==> config.mk <==
export PLATFORM = sky130hd
export DESIGN_NAME = qpsk_modulator
export DESIGN_NICKNAME = d
export VERILOG_FILES = /design/src/rtl/qpsk_pkg.sv /design/src/rtl/qpsk_symbol_mapper.sv /design/src/rtl/qpsk_modulator.sv
export SDC_FILE = /design/constraint.sdc
export NUM_CORES = 1
export LEC_CHECK = 0
export ABC_AREA = 1
export BUFFER_PORTS_ARGS = -buffer_cell sky130_fd_sc_hd__buf_2
export CAP_MARGIN = 10
export CORE_MARGIN = 2
export CORE_UTILIZATION = 45
export CTS_BUF_LIST = sky130_fd_sc_hd__clkbuf_4 sky130_fd_sc_hd__clkbuf_8
export DETAILED_ROUTE_END_ITERATION = 10
export GPL_TIMING_DRIVEN = 0
export PLACE_DENSITY = 0.76
export SLEW_MARGIN = 20
export SYNTH_ARGS = -nofsm -noshare
export SYNTH_HDL_FRONTEND = slang
export SYNTH_SLANG_ARGS = --single-unit
==> constraint.sdc <==
create_clock -name clk -period 2.37 [get_ports clk]
set_clock_uncertainty 0.1 [all_clocks]
set_input_delay 0.1185 -clock clk [delete_from_list [all_inputs] [get_ports clk]]
set_output_delay 0.1185 -clock clk [all_outputs]
set_load 0.03 [all_outputs]
==> src/rtl/qpsk_pkg.sv <==
// Shared definitions for the QPSK transmit path: FSM states, quadrant codes,
// preamble dibits and the dibit/phase conversions used by differential mode.
package qpsk_pkg;

  typedef enum logic [1:0] {
    ST_IDLE     = 2'd0,
    ST_PREAMBLE = 2'd1,
    ST_DATA     = 2'd2,
    ST_TAIL     = 2'd3
  } state_t;

  // Quadrants named by the signs of (I,Q), encoded as the Gray dibit that selects them.
  localparam logic [1:0] QUAD_PP = 2'b00;
  localparam logic [1:0] QUAD_MP = 2'b01;
  localparam logic [1:0] QUAD_MM = 2'b11;
  localparam logic [1:0] QUAD_PM = 2'b10;

  localparam logic [1:0] PRE_EVEN = 2'b00;
  localparam logic [1:0] PRE_ODD  = 2'b11;

  // Gray dibit -> quarter-turn increment: 00->0, 01->1, 11->2, 10->3.
  function automatic logic [1:0] dibit_to_inc(input logic [1:0] d);
    return {d[1], d[1] ^ d[0]};
  endfunction

  // Absolute phase -> Gray dibit of the quadrant it points at.
  function automatic logic [1:0] phase_to_dibit(input logic [1:0] p);
    return {p[1], p[1] ^ p[0]};
  endfunction

endpackage

==> src/rtl/qpsk_symbol_mapper.sv <==
// Combinational constellation mapper: Gray dibit (or accumulated phase when
// QPSK_MOD_DIFF_EN is defined) plus a zero flag -> signed I/Q at +/-AMPLITUDE.
module qpsk_symbol_mapper
  import qpsk_pkg::*;
#(
  parameter int DATA_WIDTH = 16,
  parameter int AMPLITUDE  = 1000
) (
  input  logic [1:0]            code,
  input  logic                  zero,
  output logic [DATA_WIDTH-1:0] i_val,
  output logic [DATA_WIDTH-1:0] q_val
);

  localparam logic [DATA_WIDTH-1:0] AMP_POS = DATA_WIDTH'(AMPLITUDE);
  localparam logic [DATA_WIDTH-1:0] AMP_NEG = DATA_WIDTH'(-AMPLITUDE);

  logic [1:0] quad;

`ifdef QPSK_MOD_DIFF_EN
  assign quad = phase_to_dibit(code);
`else
  assign quad = code;
`endif

  always_comb begin
    // NOTE: default every output first so no path leaves a latch behind.
    i_val = '0;
    q_val = '0;
    if (!zero) begin
      unique case (quad)
        QUAD_PP: begin i_val = AMP_POS; q_val = AMP_POS; end
        QUAD_MP: begin i_val = AMP_NEG; q_val = AMP_POS; end
        QUAD_MM: begin i_val = AMP_NEG; q_val = AMP_NEG; end
        QUAD_PM: begin i_val = AMP_POS; q_val = AMP_NEG; end
      endcase
    end
  end

endmodule

==> src/rtl/qpsk_modulator.sv <==
// Framed QPSK modulator: preamble, handshaked data dibits, zero tail, each symbol
// held SPS samples. Define QPSK_MOD_DIFF_EN for differential phase encoding.
module qpsk_modulator
  import qpsk_pkg::*;
#(
  parameter int DATA_WIDTH   = 16,
  parameter int AMPLITUDE    = 1000,
  parameter int SPS          = 4,
  parameter int PREAMBLE_LEN = 8,
  parameter int TAIL_LEN     = 2
) (
  input  logic                  clk,
  input  logic                  reset_n,
  input  logic                  tx_start,
  input  logic [1:0]            bit_in,
  input  logic                  bit_in_valid,
  input  logic                  bit_in_last,
  output logic                  bit_in_ready,
  output logic [DATA_WIDTH-1:0] i_data,
  output logic [DATA_WIDTH-1:0] q_data,
  output logic                  iq_valid,
  output logic                  tx_busy,
  output logic                  underrun
);

  localparam int SPS_W   = $clog2(SPS);
  localparam int SYM_MAX = (PREAMBLE_LEN > TAIL_LEN) ? PREAMBLE_LEN : TAIL_LEN;
  localparam int SYM_W   = $clog2(SYM_MAX) + 1;

  state_t                state;
  logic [SPS_W-1:0]      sps_cnt;
  logic [SYM_W-1:0]      sym_cnt;
  logic                  last_taken;
  logic                  sym_end, pre_last, tail_last, take, starve;
  logic                  load, nxt_zero;
  logic [1:0]            nxt_dibit, map_code;
  logic [DATA_WIDTH-1:0] map_i, map_q;

  assign sym_end   = (sps_cnt == SPS_W'(SPS - 1));
  assign pre_last  = (sym_cnt == SYM_W'(PREAMBLE_LEN - 1));
  assign tail_last = (sym_cnt == SYM_W'(TAIL_LEN - 1));
  assign tx_busy   = (state != ST_IDLE);

  // Ready depends only on registered state, never on bit_in_valid.
  assign bit_in_ready = sym_end && !last_taken &&
                        ((state == ST_DATA) || (state == ST_PREAMBLE && pre_last));
  assign take   = bit_in_ready && bit_in_valid;
  assign starve = bit_in_ready && !bit_in_valid;

  // Selects the symbol that starts on the next edge; load marks a symbol boundary.
  always_comb begin
    load      = 1'b0;
    nxt_dibit = PRE_EVEN;
    nxt_zero  = 1'b1;
    unique case (state)
      ST_IDLE: if (tx_start) begin
        load     = 1'b1;
        nxt_zero = 1'b0;
      end
      ST_PREAMBLE: if (sym_end) begin
        load = 1'b1;
        if (!pre_last) begin
          nxt_dibit = sym_cnt[0] ? PRE_EVEN : PRE_ODD;
          nxt_zero  = 1'b0;
        end else if (take) begin
          nxt_dibit = bit_in;
          nxt_zero  = 1'b0;
        end
      end
      ST_DATA: if (sym_end) begin
        load = 1'b1;
        if (take) begin
          nxt_dibit = bit_in;
          nxt_zero  = 1'b0;
        end
      end
      ST_TAIL: load = sym_end && !tail_last;
    endcase
  end

`ifdef QPSK_MOD_DIFF_EN
  logic [1:0] phase, phase_nxt;

  // A new frame accumulates from phase 0; zero symbols leave the phase alone.
  assign phase_nxt = ((state == ST_IDLE) ? 2'b00 : phase) + dibit_to_inc(nxt_dibit);
  assign map_code  = phase_nxt;

  always_ff @(posedge clk or negedge reset_n) begin
    if (!reset_n)              phase <= 2'b00;
    else if (load && !nxt_zero) phase <= phase_nxt;
  end
`else
  assign map_code = nxt_dibit;
`endif

  qpsk_symbol_mapper #(
    .DATA_WIDTH (DATA_WIDTH),
    .AMPLITUDE  (AMPLITUDE)
  ) u_mapper (
    .code  (map_code),
    .zero  (nxt_zero),
    .i_val (map_i),
    .q_val (map_q)
  );

  // NOTE: non-blocking assignments keep every register reading pre-edge values.
  always_ff @(posedge clk or negedge reset_n) begin
    if (!reset_n) begin
      state      <= ST_IDLE;
      sps_cnt    <= '0;
      sym_cnt    <= '0;
      last_taken <= 1'b0;
      underrun   <= 1'b0;
      iq_valid   <= 1'b0;
      i_data     <= '0;
      q_data     <= '0;
    end else begin
      if (load) begin
        i_data <= map_i;
        q_data <= map_q;
      end
      if (state != ST_IDLE) sps_cnt <= sym_end ? '0 : sps_cnt + SPS_W'(1);

      unique case (state)
        ST_IDLE: if (tx_start) begin
          state      <= ST_PREAMBLE;
          sps_cnt    <= '0;
          sym_cnt    <= '0;
          last_taken <= 1'b0;
          underrun   <= 1'b0;
          iq_valid   <= 1'b1;
        end
        ST_PREAMBLE: if (sym_end) begin
          if (pre_last) begin
            state   <= ST_DATA;
            sym_cnt <= '0;
          end else begin
            sym_cnt <= sym_cnt + SYM_W'(1);
          end
        end
        ST_DATA: if (sym_end && last_taken) begin
          state   <= ST_TAIL;
          sym_cnt <= '0;
        end
        ST_TAIL: if (sym_end) begin
          if (tail_last) begin
            state    <= ST_IDLE;
            sym_cnt  <= '0;
            iq_valid <= 1'b0;
          end else begin
            sym_cnt <= sym_cnt + SYM_W'(1);
          end
        end
      endcase

      if (starve)               underrun   <= 1'b1;
      if (take && bit_in_last)  last_taken <= 1'b1;
    end
  end

endmodule
* After elaboration in Yosys (flattened, before gate mapping)
Index checks and enable logic that the tools add are counted.
** Word-level totals
- Bits in registers :: 43
** Cells by class
- Add/subtract/negate cells :: 2
- Equal/unequal tests :: 15
- Multiplexer cells :: 45
- Reduce and logical (&&, ||, !) cells :: 30
** Operator list (count)
- $pmux W16 S2 :: 2
- $mux W16 :: 2
- $mux W2 :: 15
- $mux W4 :: 6
- $pmux W4 S4 :: 1
- $mux W1 :: 14
- $reduce_bool A2 Y1 :: 6
- $eq A2 B2 Y1 const B :: 5
- $ne A2 B2 Y1 const B :: 5
- $reduce_or A2 Y1 :: 5
- $logic_and A1 B1 Y1 :: 8
- $pmux W2 S4 :: 1
- $reduce_and A4 Y1 :: 2
- $pmux W1 S3 :: 2
- $reduce_and A6 Y1 :: 1
- $add A4 B1 Y4 const B :: 1
- $eq A2 B1 Y1 const B :: 2
- $eq A4 B1 Y1 const B :: 1
- $eq A4 B3 Y1 const B :: 1
- $logic_not A2 Y1 :: 2
- $pmux W2 S2 :: 1
- $reduce_and A2 Y1 :: 2
- $logic_not A1 Y1 :: 3
- $add A2 B1 Y2 const B :: 1
- other kinds (3) :: 3

* Depth between registers and ports, before layout
Gate-level depths: netlist of run 1.
- Word-level depth :: 13
- Gate-level depth with buffers :: 10
- Gate-level depth less buffers :: 10

* Hierarchy
From an unflattened synthesis of run 1, not the netlist that was laid out.
** Unflattened totals
- Cell total of the unflattened synthesis :: 277
- Area total of the unflattened synthesis :: 2317.2 µm²
** By module, submodules not included
- qpsk_modulator :: instances 1, cells each 242, area an instance 2084.5 µm², sequential area each 1076.0 µm²
- qpsk_symbol_mapper :: instances 1, cells each 35, area an instance 232.7 µm², sequential area each 0.0 µm²

* Worst setup path after synthesis of run 1
OpenSTA, ideal clock, no wires.
- Kind :: register to register
- Start :: register state[0]
- End :: register i_data[9]
- Library setup time :: 66 ps
- Data arrival time :: 1472 ps
- Path slack :: 733 ps
- Stages on the path, launching flop included :: 11
- Path buffers :: 0
- Period minus slack after synthesis :: 1637 ps
- Cells stage by stage :: dfrtp_1 inv_1 ha_1 inv_2 or2_4 nand2_4 nor2_2 nand2_4 nor2_2 nand2_1 nand2_1
** On the way
- Cells in the longest elaborated chain, start to end :: 13
** Ends and longest elaborated chain
- from (decl) :: line qpsk_modulator.sv:30 : state_t state;
- from (signal assigned) :: line qpsk_modulator.sv:109 : state <= ST_IDLE;
- from (signal assigned) :: line qpsk_modulator.sv:126 : state <= ST_PREAMBLE;
- from (signal assigned) :: line qpsk_modulator.sv:135 : state <= ST_DATA;
- $eq A2 B1 Y1 :: line qpsk_modulator.sv:46, qpsk_modulator.sv:55
- $logic_and A1 B1 Y1 :: line qpsk_modulator.sv:46 : ((state == ST_DATA) || (state == ST_PREAMBLE && pre_last));
- $logic_or A1 B1 Y1 :: line qpsk_modulator.sv:46
- $logic_and A1 B1 Y1 :: line qpsk_modulator.sv:45 : assign bit_in_ready = sym_end && !last_taken &&
- $logic_and A1 B1 Y1 :: line qpsk_modulator.sv:47 : assign take = bit_in_ready && bit_in_valid;
- $mux W2 :: line qpsk_modulator.sv:65, qpsk_modulator.sv:72
- $mux W2 :: line qpsk_modulator.sv:62 : if (!pre_last) begin
- $mux W2 :: line qpsk_modulator.sv:60 : ST_PREAMBLE: if (sym_end) begin
- $pmux W2 S2 :: line qpsk_modulator.sv:55 : unique case (state)
- $eq A2 B2 Y1 (tied with other cells) :: line qpsk_symbol_mapper.sv:31 : unique case (quad)
- $reduce_or A2 Y1 (no source line)
- $pmux W16 S2 :: line qpsk_symbol_mapper.sv:31
- $mux W16 :: line qpsk_symbol_mapper.sv:30 : if (!zero) begin
- to (signal assigned) :: line qpsk_modulator.sv:119 : i_data <= map_i;
- to (decl) :: line qpsk_modulator.sv:19 : output logic [DATA_WIDTH-1:0] i_data,
Several ways; a longest one is shown, not always the timed one. The select of a mux whose other input is x is not followed.
A chain may end at the register's enable or synchronous reset.

* Worst setup path in the final report of run 1
- Start :: register state[1]
- End :: output bit_in_ready
** On the way
- Cells in the longest elaborated chain, start to end :: 4
** Ends and longest elaborated chain
- $eq A2 B1 Y1 :: line qpsk_modulator.sv:46
- $logic_and A1 B1 Y1 :: line qpsk_modulator.sv:46
- $logic_or A1 B1 Y1 * :: line qpsk_modulator.sv:46
- $logic_and A1 B1 Y1 * :: line qpsk_modulator.sv:45
- to (decl) :: line qpsk_modulator.sv:18 : output logic bit_in_ready,
Mark *: on every way between the ends. The rest lies on a longest branch, timed or not.

==> flow_metrics.py, run 1 <==
metrics = {
    "sta": {
        "grt_setup_unrepaired": "false",
        "post-route-min-period_ns": 1.915,
        "timing_max_transition_violations_final": 0,
        "tns_ns": 0,
        "post-route-period-util_pct": 80.80,
        "final-hold-violation-count": 0,
        "fmax_mhz": 522.2,
        "setup_violation_total_in_the_final_timing_report": 0,
    },
    "die": {
        "core-area_mm2": 0.002500,
        "number_of_i_o_pins": 43,
        "die-height_um": 55.77,
        "floorplan.initialDensity_pct": 48.25,
        "fp-row-count": 18,
        "die_wd_um": 55.77,
        "floorplan.die_area_mm2": 0.003110,
    },
    "global_route": {
        "antenna_found_initial": 0,
        "groute.layer.met1.usage_pct": 16.79,
        "track_usage_pct": 15.11,
        "grt_start_max_net_pins": 17,
        "global_route.usage.met3_pct": 2.791,
        "via_count_of_the_first_global_routing_pass": 914,
        "top_usage_layer": "met2",
        "gr-total-overflow": 0,
        "grt_first_pass_wirelength_um": 3850,
        "met2_usage_pct": 28.91,
    },
    "synthesis": {
        "yosysUniqueCellTypes": 26,
        "dominant_combinational_cell_family_by_area_after_synthesis": "simple AND/OR/NAND/NOR gates",
        "syn_inst": 146,
        "synth_seq_area_share_pct": 33.20,
        "yosys_warnings": 0,
        "synth.ff_latch_count": 16,
        "synth-xor-area-share_pct": 0.7261,
        "synthMuxAreaShare_pct": 0.8299,
        "post_synthesis_compound_gate_area_fraction_pct": 10.58,
        "post_synthesis_simple_gate_area_fraction_pct": 22.93,
        "post_syn_area_mm2": 0.001206,
        "post_synth_fa_ha_maj_area_fraction_pct": 9.336,
        "synthesis.area_per_instance_um2": 8.261,
    },
    "setup_path": {
        "path_max_fanout": 4,
        "max_stage_delay_ns": 0.43,
        "setup_crit_end_kind": "output pin",
        "r2r_slack_ns": 0.61,
        "r2r-start": "state[0]",
        "worst-endpoint-arrival_ns": 1.70,
        "slowest_stage": "dfrtp_1",
        "worst_path_class_setup": "reg -> out",
        "start_kind": "flop",
        "cp_data_required_time_ns": 2.15,
        "critical_path.startpoint": "state[1]",
        "critical_path_cell_by_cell": "inv_1 > ha_1 > nand4_1 > nand2_1 > nand2_1 > inv_1 > buf_2",
    },
    "clock_network": {
        "cts.path.max_buffers": 2,
        "number_of_setup_buffers_added_after_cts": 0,
        "cts_tree": "built",
        "total_clock_buffers_created_by_cts": 3,
        "cts.root.buffer_cell": "clkbuf_4",
        "clk_transition_reported_paths_ns": 0.10,
        "cts_sinks": 16,
        "htree_levels": 1,
        "worst_skew_pair.late_latency_ns": 0.29,
    },
    "detailed_routing": {
        "drt-wirelength-per-cell_um": 10.01,
        "post_drt_via_cell_ratio": 4.500,
        "drt_pre_antenna_iters": 4,
        "dr_total_vias": 1008,
        "drc_errors": 0,
        "antenna_left": 0,
        "detailedRoute.firstIterationViolations": 23,
        "postRouteWirelength_um": 2243,
    },
    "placement": {
        "place.gp.congestion": 0.8525,
        "portBuffers": 36,
        "dp_cells": 217,
        "detailedPlacementHpwl_um": 1837,
    },
    "min_path": {
        "classification_of_the_worst_slack_hold_path": "in -> reg",
        "hold_start": "tx_start",
    },
    "cells_and_area": {
        "number_of_nets_in_the_final_layout": 211,
        "layout.core_utilization_pct": 60.36,
        "antenna_cells": 0,
        "syn2layout_area_growth_pct": 25.10,
        "final_layout_size_suffix_gt1_share_pct": 44.85,
        "stdcell_count": 224,
        "fillCellCount": 226,
    },
    "outcome": {
        "status": "finished clean",
    },
    "job": {
        "cap_viol_max_count": 0,
    },
    "pwr": {
        "power_per_cell_area_mw_per_mm2": 1482,
        "total_power_uw": 2237,
        "maximum_resistive_drop_on_vdd_mv": 1.001,
        "static-leakage-power_uw": 0.0008886,
    },
}
## final timing paths
check	end	cells after the start
min in group asynchronous	state[1]	2
worst max-delay path	bit_in_ready	7
worst min register to register	underrun	2
worst max register to register	state[0]	8
worst min-delay path	sps_cnt[1]	3
max in group asynchronous	i_data[3]	2
## cell families after synthesis
group,after synthesis
adder cells (fa/ha/maj),9
flip-flops,16
AND/OR/NAND/NOR,54
AO/OA/AOI/OAI,20
XOR/XNOR,1
buffers and inverters,44
multiplexers,1
other,1
## placed cells by master (no fill, tap or decap), types with 3 or more instances in the layout
master          n
inv_1          13
nor2_1          4
nand2_1        28
o21ai_1        10
nand4_1         4
o21ai_2         3
conb_1          6
dlygate4sd3_1   3
nand3_1         5
buf_2          36
dfrtp_1        16
inv_2           4
ha_1            9
clkbuf_4        3
nand2_2         3
nor2_2          3
buf_4          27
## routing by layer
metal / share of wire [%] / up-vias / wire [um]
li1: - / 529 / -
met1: 41 / 445 / 911
met5: 0 / - / 0
met2: 52 / 29 / 1159
met3: 6.2 / 5 / 140
met4: 1.4 / 0 / 31
## per-stage QoR
step                      setup slack [ns]  instance area, um^2  hold slack [ns]
after floorplan                     0.7328                 1225          -0.2771
after global placement              0.7215                 1443         -0.05397
after global routing                0.3200                 1509          0.04901
after CTS                           0.4564                 1509          0.04629
final                               0.4549                 1509          0.05261
after detailed placement            0.6222                 1443         -0.04719
## where the power goes
group | switching, uW | total [uW] | internal, uW | leakage, uW
registers | 101 | 474 | 373 | 0.000209
logic | 1010 | 1580 | 572 | 0.000659
clock network | 91.3 | 185 | 93.5 | 0.0000210
total | 1200 | 2240 | 1040 | 0.000889
## worst max-delay path, delay by kind of cell, from the launching register on
| family | cells | cell delay, ns |
|---|---|---|
| AND/OR/NAND/NOR | 3 | 0.37 |
| flip-flops | 1 | 0.43 |
| buffers and inverters | 3 | 0.40 |
| adder cells (fa/ha/maj) | 1 | 0.22 |
## synth_stat cells (all sizes together)
cell type / n / area share [%]
nand3: 6 / 2.9
or2: 1 / 0.73
conb: 1 / 0.31
o22ai: 2 / 1.0
mux2i: 1 / 0.83
a21oi: 3 / 2.2
nor2: 9 / 4.7
ha: 9 / 9.3
nor3: 1 / 0.41
o21ai: 14 / 6.7
xor2: 1 / 0.73
buf: 27 / 17
nand2: 33 / 12
o21a: 1 / 0.62
inv: 17 / 5.3
nand4: 4 / 2.1
dfrtp: 16 / 33
## timing repair
item                      in CTS  in global routing
hold buffers                   3                  0
hold endpoints to repair      18                  0
gates resized for setup        0                  0
## cell type report
cell class | instances | area [um^2] | share of cell area (%)
Inverter | 17 | 63.81 | 4.229
Buffer | 27 | 202.7 | 13.43
Clock buffer | 4 | 36.28 | 2.405
Tap cell | 30 | 37.54 | 2.488
Sequential cell | 16 | 400.4 | 26.53
Multi-Input combinational cell | 91 | 558.0 | 36.98
Timing Repair Buffer | 39 | 210.2 | 13.93
## state kept, by name (all words and copies together) (netlist names)
name	cells
q_data	2
sps_cnt	2
iq_valid	1
sym_cnt	4
i_data	3
last_taken	1
underrun	1
state	2
No activity file was read; power rests on OpenSTA's default activity.
==> run 2, diff against run 1 <==
- PLACE_DENSITY: 0.76 -> 0.79
- clock period: 2.37 -> 1.7 ns (I/O delays scaled with it)
==> flow_metrics.py, run 2 (same netlist as run 1, synthesis figures left out) <==
metrics = {
    "outcome": {
        "status": "finished clean",
    },
    "global_route": {
        "grt_start_max_net_pins": 17,
        "gr-total-overflow": 0,
        "grt_first_pass_wirelength_um": 3933,
        "via_count_of_the_first_global_routing_pass": 915,
        "antenna_found_initial": 0,
        "track_usage_pct": 15.78,
    },
    "setup_path": {
        "slowest_stage": "dfrtp_2",
        "critical_path.startpoint": "state[0]",
        "r2r_slack_ns": 0.05,
        "worst_path_class_setup": "reg -> reg",
        "path_common_cell": "nand2_1",
        "path_max_fanout": 7,
        "cp_data_required_time_ns": 1.80,
        "r2r_cells": 8,
        "end_of_the_critical_path": "q_data[9]",
        "start_kind": "flop",
        "r2r-start": "state[0]",
        "critical_path_cell_by_cell": "inv_4 > ha_1 > inv_1 > nand2_2 > a21oi_4 > nor2_2 > nand2_1 > nand2_1",
        "max_stage_delay_ns": 0.45,
        "worst-endpoint-arrival_ns": 1.75,
        "setup_crit_end_kind": "flop",
        "regToRegEndpoint": "q_data[9]",
    },
    "placement": {
        "place.gp.congestion": 0.8298,
        "portBuffers": 36,
        "detailedPlacementHpwl_um": 1814,
        "detailedPlace.worstSlack_ns": -0.05597,
    },
    "detailed_routing": {
        "postRouteWirelength_um": 2405,
        "drc_errors": 0,
        "detailroute.wirelength.met3_um": 159,
        "route.met2.wl_um": 1195,
        "drt-wirelength-per-cell_um": 10.55,
        "dr_total_vias": 1057,
        "post_drt_via_cell_ratio": 4.636,
        "routed.top_layer": "met4",
        "drt_pre_antenna_iters": 4,
        "antenna_left": 0,
        "wl_met1_um": 981,
        "detailedRoute.firstIterationViolations": 50,
    },
    "sta": {
        "timing_max_transition_violations_final": 0,
        "fmax_mhz": 606.7,
        "grt_setup_unrepaired": "true",
        "setup_violation_total_in_the_final_timing_report": 0,
        "post-route-worst-setup-slack_ns": 0.05168,
        "post-route-min-period_ns": 1.648,
        "post-route-period-util_pct": 96.96,
        "final-hold-violation-count": 0,
    },
    "cells_and_area": {
        "largest_reg_flops": 4,
        "reg_top3": "sym_cnt (4), i_data (3)",
        "combined_area_of_the_multi_input_logic_cells_um2": 595.6,
        "fillCellCount": 206,
        "sequential_cell_area_um2": 402.9,
        "antenna_cells": 0,
        "number_of_nets_in_the_final_layout": 215,
        "most_flop_heavy_register": "sym_cnt",
        "final_layout_size_suffix_gt1_share_pct": 52.02,
        "most-common-layout-cells": "buf_2, buf_4, nand2_1",
        "leading_cell_type_in_the_layout_fill_and_taps_excluded": "buf_2",
        "syn2layout_area_growth_pct": 31.85,
    },
    "die": {
        "number_of_i_o_pins": 43,
        "floorplan.initialDensity_pct": 48.25,
        "fp-row-count": 18,
        "die-height_um": 55.77,
        "floorplan.die_area_mm2": 0.003110,
        "core-area_mm2": 0.002500,
        "die_wd_um": 55.77,
    },
    "min_path": {
        "classification_of_the_worst_slack_hold_path": "in -> reg",
    },
    "pwr": {
        "static-leakage-power_uw": 0.0009008,
        "maximum_resistive_drop_on_vdd_mv": 1.474,
        "total_power_uw": 3299,
        "power_per_cell_area_mw_per_mm2": 2074,
    },
    "clock_network": {
        "worst_skew_pair.late_latency_ns": 0.30,
        "cts.root.buffer_cell": "clkbuf_4",
        "cts.path.max_buffers": 2,
        "cts_tree": "built",
        "htree_levels": 1,
        "total_clock_buffers_created_by_cts": 3,
        "clk_transition_reported_paths_ns": 0.10,
        "cts_sinks": 16,
    },
    "job": {
        "cap_viol_max_count": 0,
    },
}
run 2: cell count changes in the layout (fill, tap and decap cells not counted):
cell,change
buf_4,+4
ha_1,-4
inv_1,-3
nand2_1,-3
nand2_2,+3
dfrtp_1,-2
dfrtp_2,+2
ha_2,+2
ha_4,+2
inv_4,+2
buf_2,-1
buf_6,+1
inv_2,+1
run 2: worst min-delay path by stage:
| stage | startpoint | end | slack [ns] | cells past startpoint |
|---|---|---|---|---|
| after floorplan | reset_n | i_data[14] | -0.31 | 0 |
| after detailed placement | reset_n | i_data[9] | -0.08 | 1 |
| after global placement | reset_n | q_data[9] | -0.09 | 1 |
| final | tx_start | underrun | 0.02 | 4 |
| after CTS | tx_start | sps_cnt[1] | 0.002 | 3 |
| after global routing | tx_start | underrun | 0.03 | 4 |
run 2: area by class of cell:
cell class / count / area share, %
multi-input combinational: 91 / 37.45
sequential: 16 / 25.33
timing repair buffer: 43 / 15.50
buffer: 27 / 12.75
inverter: 17 / 4.327
tap: 30 / 2.360
clock buffer: 4 / 2.282
run 2: metrics by stage:
stage          setup TNS (ns)  area (um^2)  utilization, %  cells  hold WS (ns)
6_report                    0         1590           63.61    228       0.02060
5_1_grt               -0.1089         1590           63.61    228       0.03388
4_1_cts              -0.02196         1536           61.46    226      0.001833
3_5_place_dp          -0.1548         1443           57.71    217      -0.07879
3_3_place_gp                0         1443           57.71    217      -0.08673
2_1_floorplan               0         1225               -    151       -0.3106
run 2: critical path: cells and delay by family, from the launching register on:
| kind | cells | cell delay [ns] |
|---|---|---|
| flops | 1 | 0.45 |
| compound gates | 1 | 0.22 |
| simple gates | 4 | 0.23 |
| buf+inv | 2 | 0.17 |
| fa+ha+maj | 1 | 0.38 |
run 2: metal layers:
metal / vias to the layer above / track usage [%]
li1: 538 / -
met1: 474 / 18.06
met2: 38 / 27.55
met3: 7 / 3.023
met4: 0 / 8.362
met5: - / 0
run 2: power by group:
group	switching, uW	internal [uW]	total [uW]	leakage, uW
sequential	151	524	675	0.000206
combinational	1470	897	2360	0.000674
clock	129	131	260	0.0000210
run 2: repair_timing:
action,CTS,global route
cloned,0,0
setup buffers,2,2
hold buffers,3,0
resized for setup,7,11
endpoints found under the hold margin,18,0
pin swaps,1,6
endpoints found under the setup margin,7,8
